--- config.mk ---
export PLATFORM = sky130hd
export DESIGN_NAME = record_field_scheduler_flat
export DESIGN_NICKNAME = d
export VERILOG_FILES = /design/src/rtl/record_field_scheduler_if.sv /design/src/rtl/record_field_scheduler.sv /design/src/flat_wrapper.sv
export SDC_FILE = /design/constraint.sdc
export NUM_CORES = 1
export LEC_CHECK = 0
export CAP_MARGIN = 20
export CORE_MARGIN = 4
export CORE_UTILIZATION = 53
export DETAILED_ROUTE_END_ITERATION = 10
export PLACE_DENSITY = 0.81
export SYNTH_ARGS = -nofsm -noshare
export SYNTH_HDL_FRONTEND = slang
export SYNTH_SLANG_ARGS = --single-unit
export TNS_END_PERCENT = 30
--- constraint.sdc ---
create_clock -name clk -period 4.88 [get_ports clk]
set_clock_uncertainty 0.1 [all_clocks]
set_input_delay 1.22 -clock clk [delete_from_list [all_inputs] [get_ports clk]]
set_output_delay 1.22 -clock clk [all_outputs]
set_load 0.01 [all_outputs]
--- src/rtl/record_field_scheduler_if.sv ---
// Bundle of requester write ports, init/commit control and the committed
// snapshot outputs for record_field_scheduler.
interface record_field_scheduler_if #(
    parameter int NREQ   = 4,
    parameter int NFIELD = 16,
    parameter int FW     = 8,
    parameter int IDXW   = 4
);
    logic [NREQ-1:0]      req;
    logic [NREQ*IDXW-1:0] req_idx;
    logic [NREQ*FW-1:0]   req_data;
    logic [NREQ-1:0]      gnt;
    logic                 init_req;
    logic                 commit_req;
    logic                 commit_ack;
    logic [NFIELD*FW-1:0] rec_out;
    logic                 rec_valid;
    logic                 err_idx;

    modport master (
        output req, req_idx, req_data, init_req, commit_req,
        input  gnt, commit_ack, rec_out, rec_valid, err_idx
    );

    modport slave (
        input  req, req_idx, req_data, init_req, commit_req,
        output gnt, commit_ack, rec_out, rec_valid, err_idx
    );
endinterface

--- src/rtl/record_field_scheduler.sv ---
// Shared packed record with round-robin single-field writers, default reload
// and a commit path that copies the record into a stable output snapshot.
module record_field_scheduler #(
    parameter int NREQ   = 4,
    parameter int NFIELD = 16,
    parameter int FW     = 8,
    parameter int IDXW   = 4
) (
    input  logic                     clk,
    input  logic                     rst_n,
    record_field_scheduler_if.slave  bus
);
    localparam int PW = (NREQ > 1) ? $clog2(NREQ) : 1;

    typedef enum logic [1:0] {S_INIT, S_RUN, S_COMMIT} state_t;

    state_t                   state, state_n;
    logic [PW-1:0]            rr_ptr;
    logic [NFIELD-1:0][FW-1:0] rec;
    logic [NFIELD-1:0][FW-1:0] snap;
    logic                     rec_valid;
    logic                     err_idx;
    logic [NREQ-1:0]          gnt;
    logic                     found;
    logic [PW-1:0]            win;
    logic [IDXW-1:0]          w_idx;
    logic [FW-1:0]            w_data;
    logic                     idx_ok;

    // Rotating scan starting at rr_ptr; init_req suppresses granting entirely.
    always_comb begin
        gnt    = '0;
        found  = 1'b0;
        win    = '0;
        w_idx  = '0;
        w_data = '0;
        idx_ok = 1'b0;
        if (state == S_RUN && !bus.init_req) begin
            for (int unsigned i = 0; i < NREQ; i++) begin
                if (!found && bus.req[(32'(rr_ptr) + i) % NREQ]) begin
                    found = 1'b1;
                    win   = PW'((32'(rr_ptr) + i) % NREQ);
                end
            end
            if (found) begin
                gnt[win] = 1'b1;
            end
        end
        w_idx  = bus.req_idx[32'(win)*IDXW +: IDXW];
        w_data = bus.req_data[32'(win)*FW +: FW];
        idx_ok = (32'(w_idx) < NFIELD);
    end

    always_comb begin
        state_n = state;
        case (state)
            S_INIT:   state_n = S_RUN;
            S_RUN: begin
                if (bus.init_req)        state_n = S_INIT;
                else if (bus.commit_req) state_n = S_COMMIT;
            end
            S_COMMIT: state_n = S_RUN;
            default:  state_n = S_INIT;
        endcase
    end

    always_ff @(posedge clk or negedge rst_n) begin
        if (!rst_n) begin
            state     <= S_INIT;
            rec       <= '0;
            rr_ptr    <= '0;
            snap      <= '0;
            rec_valid <= 1'b0;
            err_idx   <= 1'b0;
        end else begin
            state <= state_n;
            case (state)
                S_INIT: begin
                    for (int unsigned k = 0; k < NFIELD; k++) begin
                        rec[k] <= FW'(k);
                    end
                end
                S_RUN: begin
                    if (found) begin
                        rr_ptr <= PW'((32'(win) + 1) % NREQ);
                        if (!idx_ok) begin
                            err_idx <= 1'b1;
                        end
                        // Equality match keeps the write in range for any NFIELD/IDXW pairing.
                        for (int unsigned k = 0; k < NFIELD; k++) begin
                            if (w_idx == IDXW'(k)) begin
                                rec[k] <= w_data;
                            end
                        end
                    end
                end
                S_COMMIT: begin
                    snap      <= rec;
                    rec_valid <= 1'b1;
                end
                default: ;
            endcase
        end
    end

    assign bus.gnt        = gnt;
    assign bus.commit_ack = (state == S_COMMIT);
    assign bus.rec_out    = snap;
    assign bus.rec_valid  = rec_valid;
    assign bus.err_idx    = err_idx;
endmodule
--- src/flat_wrapper.sv ---
// flat-port wrapper written by rule: the top's interface ports become plain ports
module record_field_scheduler_flat 
#(
    parameter int NREQ   = 4,
    parameter int NFIELD = 16,
    parameter int FW     = 8,
    parameter int IDXW   = 4
)
  (clk, rst_n, bus_req, bus_req_idx, bus_req_data, bus_init_req, bus_commit_req, bus_gnt, bus_commit_ack, bus_rec_out, bus_rec_valid, bus_err_idx);
  record_field_scheduler_if #(.NREQ(NREQ), .NFIELD(NFIELD), .FW(FW), .IDXW(IDXW)) bus_i ();
  input  logic clk;
  input  logic rst_n;
  input wire logic [$bits(bus_i.req)-1:0] bus_req;
  input wire logic [$bits(bus_i.req_idx)-1:0] bus_req_idx;
  input wire logic [$bits(bus_i.req_data)-1:0] bus_req_data;
  input wire logic [$bits(bus_i.init_req)-1:0] bus_init_req;
  input wire logic [$bits(bus_i.commit_req)-1:0] bus_commit_req;
  output wire logic [$bits(bus_i.gnt)-1:0] bus_gnt;
  output wire logic [$bits(bus_i.commit_ack)-1:0] bus_commit_ack;
  output wire logic [$bits(bus_i.rec_out)-1:0] bus_rec_out;
  output wire logic [$bits(bus_i.rec_valid)-1:0] bus_rec_valid;
  output wire logic [$bits(bus_i.err_idx)-1:0] bus_err_idx;
  assign bus_i.req = bus_req;
  assign bus_i.req_idx = bus_req_idx;
  assign bus_i.req_data = bus_req_data;
  assign bus_i.init_req = bus_init_req;
  assign bus_i.commit_req = bus_commit_req;
  assign bus_gnt = bus_i.gnt;
  assign bus_commit_ack = bus_i.commit_ack;
  assign bus_rec_out = bus_i.rec_out;
  assign bus_rec_valid = bus_i.rec_valid;
  assign bus_err_idx = bus_i.err_idx;
  record_field_scheduler #(.NREQ(NREQ), .NFIELD(NFIELD), .FW(FW), .IDXW(IDXW)) u_core (.clk(clk), .rst_n(rst_n), .bus(bus_i));
endmodule
==> flow_summary.yaml <==
status:
  status: "finished, final reports clean"
synthesis:
  synth_area_leaders: "dfrtp_1, mux2_2, o2bb2ai_1"
  yosysTopAreaCell: "dfrtp_1"
  yosysMostFrequentCell: "dfrtp_1"
  synthDistinctLibCells: 47
  syn_inst: 746
  synthFlopType: "dfrtp_1"
  synth-seq-cells: 261
  avgSynthCellArea_um2: 14.0
  synth_edf_count: 0
  yosysTopAreaCellShare: 0.624
  netlist_area_mm2: 0.0105
  synthArstFlopShare: 1.00
  ys_top_cells_by_count: "dfrtp_1, mux2_2, o2bb2ai_1, nand2_1, a2bb2oi_1"
  ys_warn_count: 0
  syn-num-nets: 802
  seq_area_frac_synth: 0.624
floorplan:
  ios: 191
  start_util: 0.537
  rows: 51
  fp.dieW_um: 148
  dieArea_mm2: 0.0220
  dieHeight_um: 148
  core-area_mm2: 0.0195
setup_path:
  critical_path.cell_chain: "clkdlybuf4s50_1 -> mux2_4 -> nand2_1 -> nand4_1 -> and2b_2 -> clkdlybuf4s50_1"
  crit_top_cell: "clkdlybuf4s50_1"
  arrival_ns: 3.32
  cpPeakStageDelay_ns: 0.58
  slowest_stage: "clkdlybuf4s50_1"
  worst_setup_path_end_kind: "output port"
  rrSetupSlack_ns: 1.09
  cp.required_ns: 3.56
  critical_path.top_delay_family: "buffers and inverters"
  path_buf_inv: 2
  start_kind: "input pin"
  path_class: "in2out"
  crit_fanout: 5
clock_network:
  htreeDepth: 1
  path_clk_slew_ns: 0.07
  tritoncts: "yes"
  cts_setup_buffers: 0
  clock_path_buffers: 3
  hold_buffers: 0
  numClockSinks: 261
  cts-root-buf: "clkbuf_16"
  cts_buffers: 26
  post_cts_resized: 0
  clk_latency_ns: 0.52
power_and_ir_drop:
  p_sw_frac: 0.322
  p_switching_mw: 2.32
  p_clk_frac: 0.285
  p_per_area_mw_per_mm2: 528
  p_leak_nw: 5.81
  p_total_mw: 7.21
  seq_power_share: 0.391
  internal_power_mw: 4.88
  vdd_ir_drop_max_uv: 315
  power_frac_comb: 0.324
job:
  drv_cap: 0
route:
  num_vias: 7326
  wl_met3_um: 1540
  wl_met1_um: 11800
  antenna_left: 0
  drc: 0
  first_iter_violations: 429
  detail_route.wl_per_cell_um: 22.1
  vias_per_cell: 5.93
  wl_met2_um: 13200
  top_layer: "met4"
  dr.pass1.iters: 4
  drt-total-wl_um: 27400
global_routing:
  grt_pass1_wl_um: 43500
  grt_max_degree: 132
  grt_use_total: 0.251
  grt-ovfl-total: 0
  antenna_found_initial: 0
  grt_pass1_vias: 7621
timing:
  hold_slack_ns: 0.385
  drv_slew: 0
  hold_viol: 0
  fmax_mhz: 216
  timing.final.crit_period_ns: 4.64
  slew_headroom: 0.336
  rsz0062_at_grt: "no"
  fin_setup_tns_ns: 0
  final-setup-viol-count: 0
  worst_pin_slew_ns: 0.996
  period_share: 0.951
placed_design:
  io_buffers: 189
  dp_hpwl_um: 18200
  routabilityCongestion: 0.889
finish:
  fin_nets: 1008
  diodes: 0
  drive_gt1_frac: 0.238
  synthToLayoutAreaGrowth_pct: 30.6
  final_core_util: 0.702
min_path:
  hold_path_class: "reg2reg"
[layout by cell type, fill, tap and decap left out, types with 7 or more instances in the layout]
cell	instances
a2bb2oi_1	28
o21ai_0	13
clkinv_2	7
nor2_1	15
clkbuf_16	27
o21ai_1	9
a21oi_1	19
clkdlybuf4s50_1	188
dfrtp_1	261
o2bb2ai_1	96
nand2_1	31
buf_4	29
nand4_1	14
nor4_2	10
nor3_1	9
mux2_2	129
[logic make-up (layout without fill, tap and decap cells)]
| kind of cell | Yosys count | count (layout) | synth area share |
|---|---|---|---|
| flops | 261 | 261 | 0.624 |
| other cells | 1 | 1 | 0.000359 |
| xor+xnor | 1 | 1 | 0.000837 |
| buf+inv | 47 | 272 | 0.0196 |
| simple gates | 109 | 109 | 0.0618 |
| mux | 132 | 132 | 0.142 |
| compound gates | 195 | 195 | 0.151 |
[power groups by stage]
stage / Clock (mW) / Sequential, mW / Combinational (mW)
finish: 2.06 / 2.82 / 2.33
global placement: 0 / 2.84 / 2.27
detailed placement: 0 / 2.85 / 2.32
floorplan: 0 / 2.88 / 1.16
global route: 2.18 / 2.87 / 2.50
CTS: 2.08 / 2.82 / 2.34
[path summary, 6_finish.rpt]
path                       depth (start not counted)                         from                                  to
setup / recovery                                   6                   bus_req[0]                          bus_gnt[1]
hold / removal                                     1   u_core.rec[44]$_DFFE_PN0P_          u_core.rec[44]$_DFFE_PN0P_
setup reg to reg                                  10  u_core.state[1]$_DFFE_PN0P_          u_core.rec[58]$_DFFE_PN0P_
hold reg to reg                                    1   u_core.rec[44]$_DFFE_PN0P_          u_core.rec[44]$_DFFE_PN0P_
max in group asynchronous                          2                        rst_n  u_core.bus.rec_out[52]$_DFFE_PN0P_
min in group asynchronous                          1                        rst_n  u_core.bus.rec_out[13]$_DFFE_PN0P_
[per-layer routing]
metal  up-vias  global-route usage
li1       3229                   -
met3        65              0.0460
met4         0              0.0730
met1      3790               0.355
met5         -                   0
met2       242               0.401
[final cells by class]
type	instances	area, um2
multi-input combinational	438	3740
tap	265	332
sequential	261	6530
inverter	5	18.8
fill	1331	5800
timing repair buffer	220	2150
clock buffer	33	708
clock inverter	14	179
[metrics by stage]
step                      instances  area (um2)  setup slack (ns)
after global routing           1236       13700             0.145
final                          1236       13700             0.240
after detailed placement       1189       12800             0.160
after CTS                      1236       13700             0.279
after global placement         1188       12800             0.234
after floorplan                 746       10500             0.908
[sequential cells by signal (all words and copies together), names as in the netlist]
register and flops:
u_core.state 2, u_core.bus.rec_out 128, u_core.rec 128, u_core.rr_ptr 2, u_core.bus.rec_valid 1
Note: power is estimated with default switching activity, not from simulation.
